## src/rtl/name_sequence_generator_if.sv

```systemverilog
//------------------------------------------------------------------------------
// Module      : name_sequence_generator_if
// Description : Control, handshake and letter-bus bundle for the name-sequence
//               transmitter.
// Revision    : 1.0 - initial release
//------------------------------------------------------------------------------
`default_nettype none

interface name_sequence_generator_if;
  logic       start;
  logic [3:0] repeat_cnt;
  logic [3:0] gap;
  logic       lower;
  logic       ready;
  logic [7:0] letter;
  logic       valid;
  logic       busy;
  logic       done;
  logic [3:0] char_idx;

  modport master (
    output start, repeat_cnt, gap, lower, ready,
    input  letter, valid, busy, done, char_idx
  );

  modport slave (
    input  start, repeat_cnt, gap, lower, ready,
    output letter, valid, busy, done, char_idx
  );
endinterface

`default_nettype wire

```

## src/rtl/name_sequence_generator.sv

```systemverilog
//------------------------------------------------------------------------------
// Module      : name_sequence_generator
// Description : Streams a stored ASCII name one character per valid/ready
//               transfer, with repeat passes, lowercase option and idle gaps.
// Revision    : 1.0 - initial release
//------------------------------------------------------------------------------
`default_nettype none

module name_sequence_generator #(
  parameter int                    NAME_LEN  = 9,
  parameter logic [8*NAME_LEN-1:0] NAME      = "RITUSHREE",
  parameter logic [7:0]            IDLE_CHAR = 8'h00
) (
  input  wire                         clk,
  input  wire                         rst,
  name_sequence_generator_if.slave    bus
);

  localparam logic [3:0] c_last_idx = 4'(NAME_LEN - 1);

  typedef enum logic [1:0] {
    S_IDLE = 2'd0,
    S_SEND = 2'd1,
    S_GAP  = 2'd2,
    S_DONE = 2'd3
  } state_t;

  state_t     r_state;
  logic [7:0] r_letter;
  logic       r_valid;
  logic       r_busy;
  logic       r_done;
  logic [3:0] r_idx;
  logic [3:0] r_pass;
  logic [3:0] r_gap_cfg;
  logic [3:0] r_gap_cnt;
  logic       r_lower;

  // Character 0 lives in the most significant byte of NAME.
  function automatic logic [7:0] name_char(input logic [3:0] idx);
    logic [7:0] c;
    c = IDLE_CHAR;
    for (int i = 0; i < NAME_LEN; i++) begin
      if (idx == 4'(i)) c = NAME[8*(NAME_LEN-1-i) +: 8];
    end
    return c;
  endfunction

  function automatic logic [7:0] fold_case(input logic [7:0] c, input logic lo);
    if (lo && (c >= 8'h41) && (c <= 8'h5A)) return c + 8'h20;
    return c;
  endfunction

  logic       w_wrap;
  logic       w_final;
  logic [3:0] w_next_idx;
  logic [7:0] w_next_char;
  logic [7:0] w_cur_char;
  logic [7:0] w_first_char;

  assign w_wrap       = (r_idx == c_last_idx);
  assign w_final      = w_wrap && (r_pass == 4'd1);
  assign w_next_idx   = w_wrap ? 4'd0 : r_idx + 4'd1;
  assign w_next_char  = fold_case(name_char(w_next_idx), r_lower);
  assign w_cur_char   = fold_case(name_char(r_idx), r_lower);
  // The lowercase option is being latched this very cycle, so use the input.
  assign w_first_char = fold_case(name_char(4'd0), bus.lower);

  always_ff @(posedge clk or posedge rst) begin
    if (rst) begin
      r_state   <= S_IDLE;
      r_letter  <= IDLE_CHAR;
      r_valid   <= 1'b0;
      r_busy    <= 1'b0;
      r_done    <= 1'b0;
      r_idx     <= 4'd0;
      r_pass    <= 4'd0;
      r_gap_cfg <= 4'd0;
      r_gap_cnt <= 4'd0;
      r_lower   <= 1'b0;
    end else begin
      case (r_state)
        S_IDLE: begin
          if (bus.start && (bus.repeat_cnt != 4'd0)) begin
            r_pass    <= bus.repeat_cnt;
            r_gap_cfg <= bus.gap;
            r_lower   <= bus.lower;
            r_idx     <= 4'd0;
            r_letter  <= w_first_char;
            r_valid   <= 1'b1;
            r_busy    <= 1'b1;
            r_state   <= S_SEND;
          end
        end
        S_SEND: begin
          if (bus.ready) begin
            r_idx <= w_next_idx;
            if (w_wrap) r_pass <= r_pass - 4'd1;
            if (w_final) begin
              r_state  <= S_DONE;
              r_valid  <= 1'b0;
              r_letter <= IDLE_CHAR;
              r_busy   <= 1'b0;
              r_done   <= 1'b1;
            end else if (r_gap_cfg == 4'd0) begin
              r_letter <= w_next_char;
            end else begin
              r_state   <= S_GAP;
              r_valid   <= 1'b0;
              r_letter  <= IDLE_CHAR;
              r_gap_cnt <= r_gap_cfg;
            end
          end
        end
        S_GAP: begin
          // Leaving on the edge where the count reaches 1 gives exactly gap idle cycles.
          if (r_gap_cnt <= 4'd1) begin
            r_gap_cnt <= 4'd0;
            r_state   <= S_SEND;
            r_valid   <= 1'b1;
            r_letter  <= w_cur_char;
          end else begin
            r_gap_cnt <= r_gap_cnt - 4'd1;
          end
        end
        S_DONE: begin
          r_done  <= 1'b0;
          r_state <= S_IDLE;
        end
        default: r_state <= S_IDLE;
      endcase
    end
  end

  assign bus.letter   = r_letter;
  assign bus.valid    = r_valid;
  assign bus.busy     = r_busy;
  assign bus.done     = r_done;
  assign bus.char_idx = r_idx;

endmodule

`default_nettype wire

```

## src/flat_wrapper.sv

```systemverilog
// flat-port wrapper written by rule: the top's interface ports become plain ports
module name_sequence_generator_flat 
#(
  parameter int                    NAME_LEN  = 9,
  parameter logic [8*NAME_LEN-1:0] NAME      = "         ",
  parameter logic [7:0]            IDLE_CHAR = 8'h00
)
  (clk, rst, bus_start, bus_repeat_cnt, bus_gap, bus_lower, bus_ready, bus_letter, bus_valid, bus_busy, bus_done, bus_char_idx);
  name_sequence_generator_if bus_i ();
  input  wire clk;
  input  wire rst;
  input wire logic [$bits(bus_i.start)-1:0] bus_start;
  input wire logic [$bits(bus_i.repeat_cnt)-1:0] bus_repeat_cnt;
  input wire logic [$bits(bus_i.gap)-1:0] bus_gap;
  input wire logic [$bits(bus_i.lower)-1:0] bus_lower;
  input wire logic [$bits(bus_i.ready)-1:0] bus_ready;
  output wire logic [$bits(bus_i.letter)-1:0] bus_letter;
  output wire logic [$bits(bus_i.valid)-1:0] bus_valid;
  output wire logic [$bits(bus_i.busy)-1:0] bus_busy;
  output wire logic [$bits(bus_i.done)-1:0] bus_done;
  output wire logic [$bits(bus_i.char_idx)-1:0] bus_char_idx;
  assign bus_i.start = bus_start;
  assign bus_i.repeat_cnt = bus_repeat_cnt;
  assign bus_i.gap = bus_gap;
  assign bus_i.lower = bus_lower;
  assign bus_i.ready = bus_ready;
  assign bus_letter = bus_i.letter;
  assign bus_valid = bus_i.valid;
  assign bus_busy = bus_i.busy;
  assign bus_done = bus_i.done;
  assign bus_char_idx = bus_i.char_idx;
  name_sequence_generator #(.NAME_LEN(NAME_LEN), .NAME(NAME), .IDLE_CHAR(IDLE_CHAR)) u_core (.clk(clk), .rst(rst), .bus(bus_i));
endmodule
```

## config.mk

```make
export PLATFORM = sky130hd
export DESIGN_NAME = name_sequence_generator_flat
export DESIGN_NICKNAME = d
export VERILOG_FILES = /design/src/rtl/name_sequence_generator_if.sv /design/src/rtl/name_sequence_generator.sv /design/src/flat_wrapper.sv
export SDC_FILE = /design/constraint.sdc
export NUM_CORES = 1
export LEC_CHECK = 0
export BUFFER_PORTS_ARGS = -buffer_cell sky130_fd_sc_hd__buf_2
export CAP_MARGIN = 20
export CORE_ASPECT_RATIO = 0.9
export CORE_UTILIZATION = 57
export CTS_BUF_LIST = sky130_fd_sc_hd__clkbuf_4 sky130_fd_sc_hd__clkbuf_8
export CTS_CLUSTER_DIAMETER = 100
export DETAILED_ROUTE_END_ITERATION = 8
export PLACE_DENSITY = 0.9
export SETUP_SLACK_MARGIN = 0.3
export SLEW_MARGIN = 20
export SYNTH_ARGS = -nofsm -noshare
export SYNTH_HDL_FRONTEND = slang
export SYNTH_SLANG_ARGS = --single-unit
```

## constraint.sdc

```tcl
create_clock -name clk -period 2.7 [get_ports clk]
set_input_delay 0.135 -clock clk [delete_from_list [all_inputs] [get_ports clk]]
set_output_delay 0.135 -clock clk [all_outputs]
set_load 0.02 [all_outputs]
```

==> metrics.yaml, run 1 <==
pwr-share-clk_pct: 12.5
drc: 0
maxSlewHeadroom_pct: 44.29
crit_path_start: "u_core.bus.char_idx[0]"
gp_congestion: 0.8860
yosysUniqueCellTypes: 46
rr_startpoint: "u_core.bus.char_idx[0]"
busiest_layer: "met2"
instances_no_fill: 210
powerDensity_nw_per_um2: 1192
antenna_found_initial: 0
rows: 17
final_nets: 209
cp-start-kind: "flip-flop"
setup_viol: 0
initial_core_util_pct: 61.44
synth-main-ff-cell: "dfrtp_1"
synthCells: 161
swShare_pct: 45.47
insertion_delay_ns: 0.31
path_max_fanout: 7
vdd_drop_max_v: 0.0008264
critPathCapture: "u_core.bus.valid"
cellLeakagePower_nw: 0.8290
status: "finished, final reports clean"
die_y_um: 51.14
postCtsSetupBuffers: 0
worstMarginPinSlew_ns: 0.8348
grtUsageTotal_pct: 23.03
synth_edf_count: 0
grt_max_degree: 23
cts_buffer_depth: 2
path_class: "flip-flop to flip-flop"
ys_warn_count: 0
syn_area_per_cell_um2: 9.497
grt_pass1_wl_um: 5140
endpoint_kind: "flip-flop"
place_area_um2: 1620
p_seq_share_pct: 32.2
core_area_um2: 2489
wl_um: 3094
area_growth_pct: 10.07
max_freq_mhz: 444.1
final_hold_viol_count: 0
required_ns: 2.91
io_buffers: 19
grtUsageMet1_pct: 27.33
finClkSkew_ns: 0.004158
p_sw_mw: 0.9120
r2r_cells: 7
final_cell_mix: "dfrtp_1 (22), buf_2 (19), inv_1 (15)"
rsz0062_at_grt: "no"
use_met2_pct: 39.41
whs_ns: 0.04276
use_met3_pct: 6.329
cts_tree: "built"
yosys_register_bits: 22
synthesis.area_um2: 1529
final_antenna_net_count: 0
vias: 1259
cts.sinks: 22
drive_gt1_share_pct: 20.88
via_per_inst: 5.995
layout_commonest_cell: "dfrtp_1"
slowest_stage: "dfrtp_1"
placedCellCount: 205
fin_util_pct: 67.62
intPower_mw: 1.094
cts-root-buf: "clkbuf_4"
cts_made_buffers: 3
h-tree-depth: 1
drtIter0Drc: 41
place_hpwl_um: 2342
cpPeakStageDelay_ns: 0.48
grt-ovfl-total: 0
dieWidth_um: 56.60
die-area_um2: 2894
path_clk_slew_ns: 0.12
ys_seq_area_share_pct: 36.01
drv_slew: 0
insertedDiodeCount: 0
wl_per_cell_um: 14.73
fin_area_um2: 1683
arrival_ns: 2.46
r2r-end: "u_core.bus.valid"
firstDrtPassIters: 4
power_frac_comb_pct: 55.3
min_period_ns: 2.252
grt_pass1_vias: 1228
setup_tns_ns: 0
hold_class: "primary input to flip-flop"
fin_crit_sh_pct: 83.40
synth_async_sr_flop_share_pct: 100.0
cp_cell_sequence: "inv_1 > ha_1 > nand3b_4 > nor4b_4 > nor2b_2 > nor3_2 > mux2_1"
max_cap_viol_count: 0
ff2ff_setup_slack_ns: 0.45
ios: 28
power groups by stage:
stage / sequential [mW] / combinational (mW) / clock [mW]
floorplan: 0.663 / 0.809 / 0
global placement: 0.633 / 1.03 / 0
detailed placement: 0.649 / 1.09 / 0
CTS: 0.642 / 1.10 / 0.257
global route: 0.665 / 1.24 / 0.266
finish: 0.646 / 1.11 / 0.251
cell type report:
cell class / instances / area, um2
multi-input combinational: 119 / 872.1
fill: 196 / 805.8
sequential: 22 / 550.5
timing repair buffer: 21 / 112.6
inverter: 16 / 60.06
tap: 28 / 35.03
clock inverter: 1 / 30.03
clock buffer: 3 / 22.52
kinds of logic after synthesis:
family	Yosys count	synth area share, %
AOI/OAI and AO/OA	45	20.95
xor gates and xnor gates	1	0.5729
adders and majority gates	13	10.64
buffers and inverters	26	8.428
DFF	22	36.01
muxes	7	4.992
other	1	0.2453
and+or+nand+nor	46	18.17
critical path: cells and delay by family (launching register included):
family	cells	cell delay, ns
AND/OR/NAND/NOR	4	0.88
adder cells (fa/ha/maj)	1	0.30
buffers and inverters	1	0.16
flip-flops	1	0.48
multiplexers	1	0.33
synth_stat cells (3+ instances only):
library cell  number  area share, %
nor2_1            11            2.7
a31oi_1            3            1.2
buf_4              8            3.9
nand3_1            3           0.98
nand2_1           10            2.5
a22o_1             5            2.9
a21oi_1            8            2.6
mux2_2             4            2.9
ha_1              13             11
nand2b_1           3            1.2
dfrtp_1           22             36
o21ai_0           12            3.9
inv_1             15            3.7
stage by stage:
stage          total power, mW  worst slack (ns)
3_3_place_gp             1.667            0.5953
4_1_cts                  2.001            0.4565
2_1_floorplan            1.471            0.6322
6_report                 2.006            0.4481
3_5_place_dp             1.739            0.4838
5_1_grt                  2.171            0.3086
worst min-delay path by stage:
stage / slack (ns) / to / start / depth (start not counted)
after floorplan: 0.12 / u_core.bus.busy / rst / 1
after global placement: 0.31 / u_core.r_pass[2] / rst / 2
after detailed placement: 0.33 / u_core.r_pass[1] / rst / 2
after CTS: 0.03 / u_core.r_gap_cfg[3] / bus_gap[3] / 2
after global routing: 0.04 / u_core.r_gap_cfg[2] / bus_gap[2] / 2
final: 0.04 / u_core.r_gap_cfg[3] / bus_gap[3] / 2
state kept, by name (all words and copies together), names as in the netlist:
register and cells:
u_core.bus.busy 1, u_core.bus.char_idx 4, u_core.bus.done 1, u_core.bus.letter 1, u_core.bus.valid 1, u_core.r_gap_cfg 4
u_core.r_gap_cnt 4, u_core.r_pass 4, u_core.r_state 2
routing by layer:
metal	wire length [um]	share of wire, %
met1	1369	44
met2	1525	49
met3	156	5.0
met4	43	1.4
met5	0	0
timing repair:
action,CTS,global route
resized for setup,0,1
endpoints found under the hold margin,22,0
hold buffers,1,0
setup endpoints to repair,0,1
Power figures use the tool's default switching activity.
==> run 2: changes to the inputs <==
clock period = 2.25 ns   (was 2.7 ns; I/O delays follow)
==> run 2 against run 1 <==
- via count up 9.2%
- sequential share of layout area down 2.4 points
- wire length up 14%
- non-clock buffer count up 14
- flip-flop and latch count unchanged
- die area unchanged
- count of clock-buffer cells in the layout up 1
- worst hold slack worse by 0.014 ns
- maximum frequency up 19%
- largest cell class unchanged
- combinational power up 50%
- cell count up 6.7%
- largest power group unchanged
- clock power down 15%
==> metrics.yaml, run 2 (same netlist as run 1, synthesis figures left out) <==
status: "finished, final reports clean"
path_clk_slew_ns: 0.11
cts_buffer_depth: 2
cts.sinks: 22
worstMarginPinSlew_ns: 0.7863
wl_per_cell_um: 15.73
vias: 1375
cts_tree: "built"
final_cell_mix: "dfrtp_1 (20), buf_2 (19), buf_4 (14)"
h-tree-depth: 1
grt_pass1_vias: 1332
placedCellCount: 208
n_fill_cell: 184
io_buffers: 19
core_area_um2: 2489
instances_no_fill: 224
path_max_fanout: 5
drtIter0Drc: 44
grt-ovfl-total: 0
drc: 0
cts-root-buf: "clkbuf_4"
cp-start-kind: "flip-flop"
pre_cts_ws_ns: 0.3402
drive_gt1_share_pct: 31.12
fin_crit_sh_pct: 83.90
grtUsageTotal_pct: 24.05
cellLeakagePower_nw: 0.8963
p_total_mw: 2.644
finClkSkew_ns: 0.006195
max_cap_viol_count: 0
maxSlewHeadroom_pct: 47.52
antenna_found_initial: 0
ios: 28
rows: 17
gp_congestion: 0.8681
place_hpwl_um: 2426
endpoint_kind: "flip-flop"
final_hold_viol_count: 0
area_growth_pct: 19.23
grt_pass1_wl_um: 5423
powerDensity_nw_per_um2: 1450
firstDrtPassIters: 4
arrival_ns: 2.09
final_antenna_net_count: 0
grt_max_degree: 23
max_freq_mhz: 529.7
cts_made_buffers: 3
wl_um: 3523
setup_tns_ns: 0
via_per_inst: 6.138
insertedDiodeCount: 0
fin_area_um2: 1823
final_nets: 223
required_ns: 2.45
insertion_delay_ns: 0.31
vdd_drop_max_v: 0.001079
die-area_um2: 2894
multi_input_area_um2: 914.6
dieWidth_um: 56.60
min_period_ns: 1.888
ff2ff_setup_slack_ns: 0.36
hold_class: "primary input to flip-flop"
layout_commonest_cell: "dfrtp_1"
setup_viol: 0
drv_slew: 0
setup_slack_ns: 0.3623
rsz0062_at_grt: "yes"
path_class: "flip-flop to flip-flop"
die_y_um: 51.14
regArea_um2: 553.0
initial_core_util_pct: 61.44
place_area_um2: 1658
-- run 2: changes by cell type in the layout (fill, tap and decap cells not counted), sizes merged --
cell / change
clkbuf: +1
bufinv: -1
buf: +14
-- run 2: area by class of cell --
cell class,instances,area share [%]
Clock buffer,4,1.990
Inverter,16,3.432
Multi-Input combinational cell,119,50.17
Sequential cell,22,30.34
Tap cell,28,1.922
Timing Repair Buffer,35,12.15
-- run 2: path summary, 6_finish.rpt --
path,from,to,cells after the start
setup / recovery,u_core.r_gap_cnt[0],u_core.bus.valid,7
hold / removal,bus_gap[0],u_core.r_gap_cfg[0],2
setup reg to reg,u_core.r_gap_cnt[0],u_core.bus.valid,7
hold reg to reg,u_core.bus.valid,u_core.bus.valid,1
max in group asynchronous,rst,u_core.bus.char_idx[0],3
min in group asynchronous,rst,u_core.r_pass[1],3
-- run 2: timing repair --
item | CTS | global route
buffers inserted | 0 | 11
endpoints found under the setup margin | 0 | 15
hold buffers | 1 | 0
hold endpoints to repair | 22 | 0
resized for setup | 0 | 10
-- run 2: per-stage QoR --
stage,hold slack (ns),util [%]
2_1_floorplan,0.1016,-
3_3_place_gp,0.3068,66.62
3_5_place_dp,0.3162,66.62
4_1_cts,0.02072,68.48
5_1_grt,0.02602,73.25
6_report,0.02855,73.25
-- run 2: worst max-delay path, stage by stage (launching register included) --
cell and delay, ns:
dfrtp_1 0.44, inv_1 0.07, ha_1 0.18, nor2_1 0.07
o31ai_2 0.36, nand3_2 0.19, nor3_2 0.14, mux2_1 0.33
-- run 2: where the power goes --
group          switching [mW]  internal [mW]  total [mW]
logic                   0.917          0.743        1.66
registers               0.186          0.585       0.771
clock network           0.114         0.0989       0.213
-- run 2: routing by layer --
metal  global-route usage [%]  vias to the layer above  wire, um
met5                        0                        -         0
met4                    10.16                        0       110
met3                    5.570                       15       238
met2                    42.16                       64      1705
met1                    28.38                      664      1469
li1                         -                      632         -
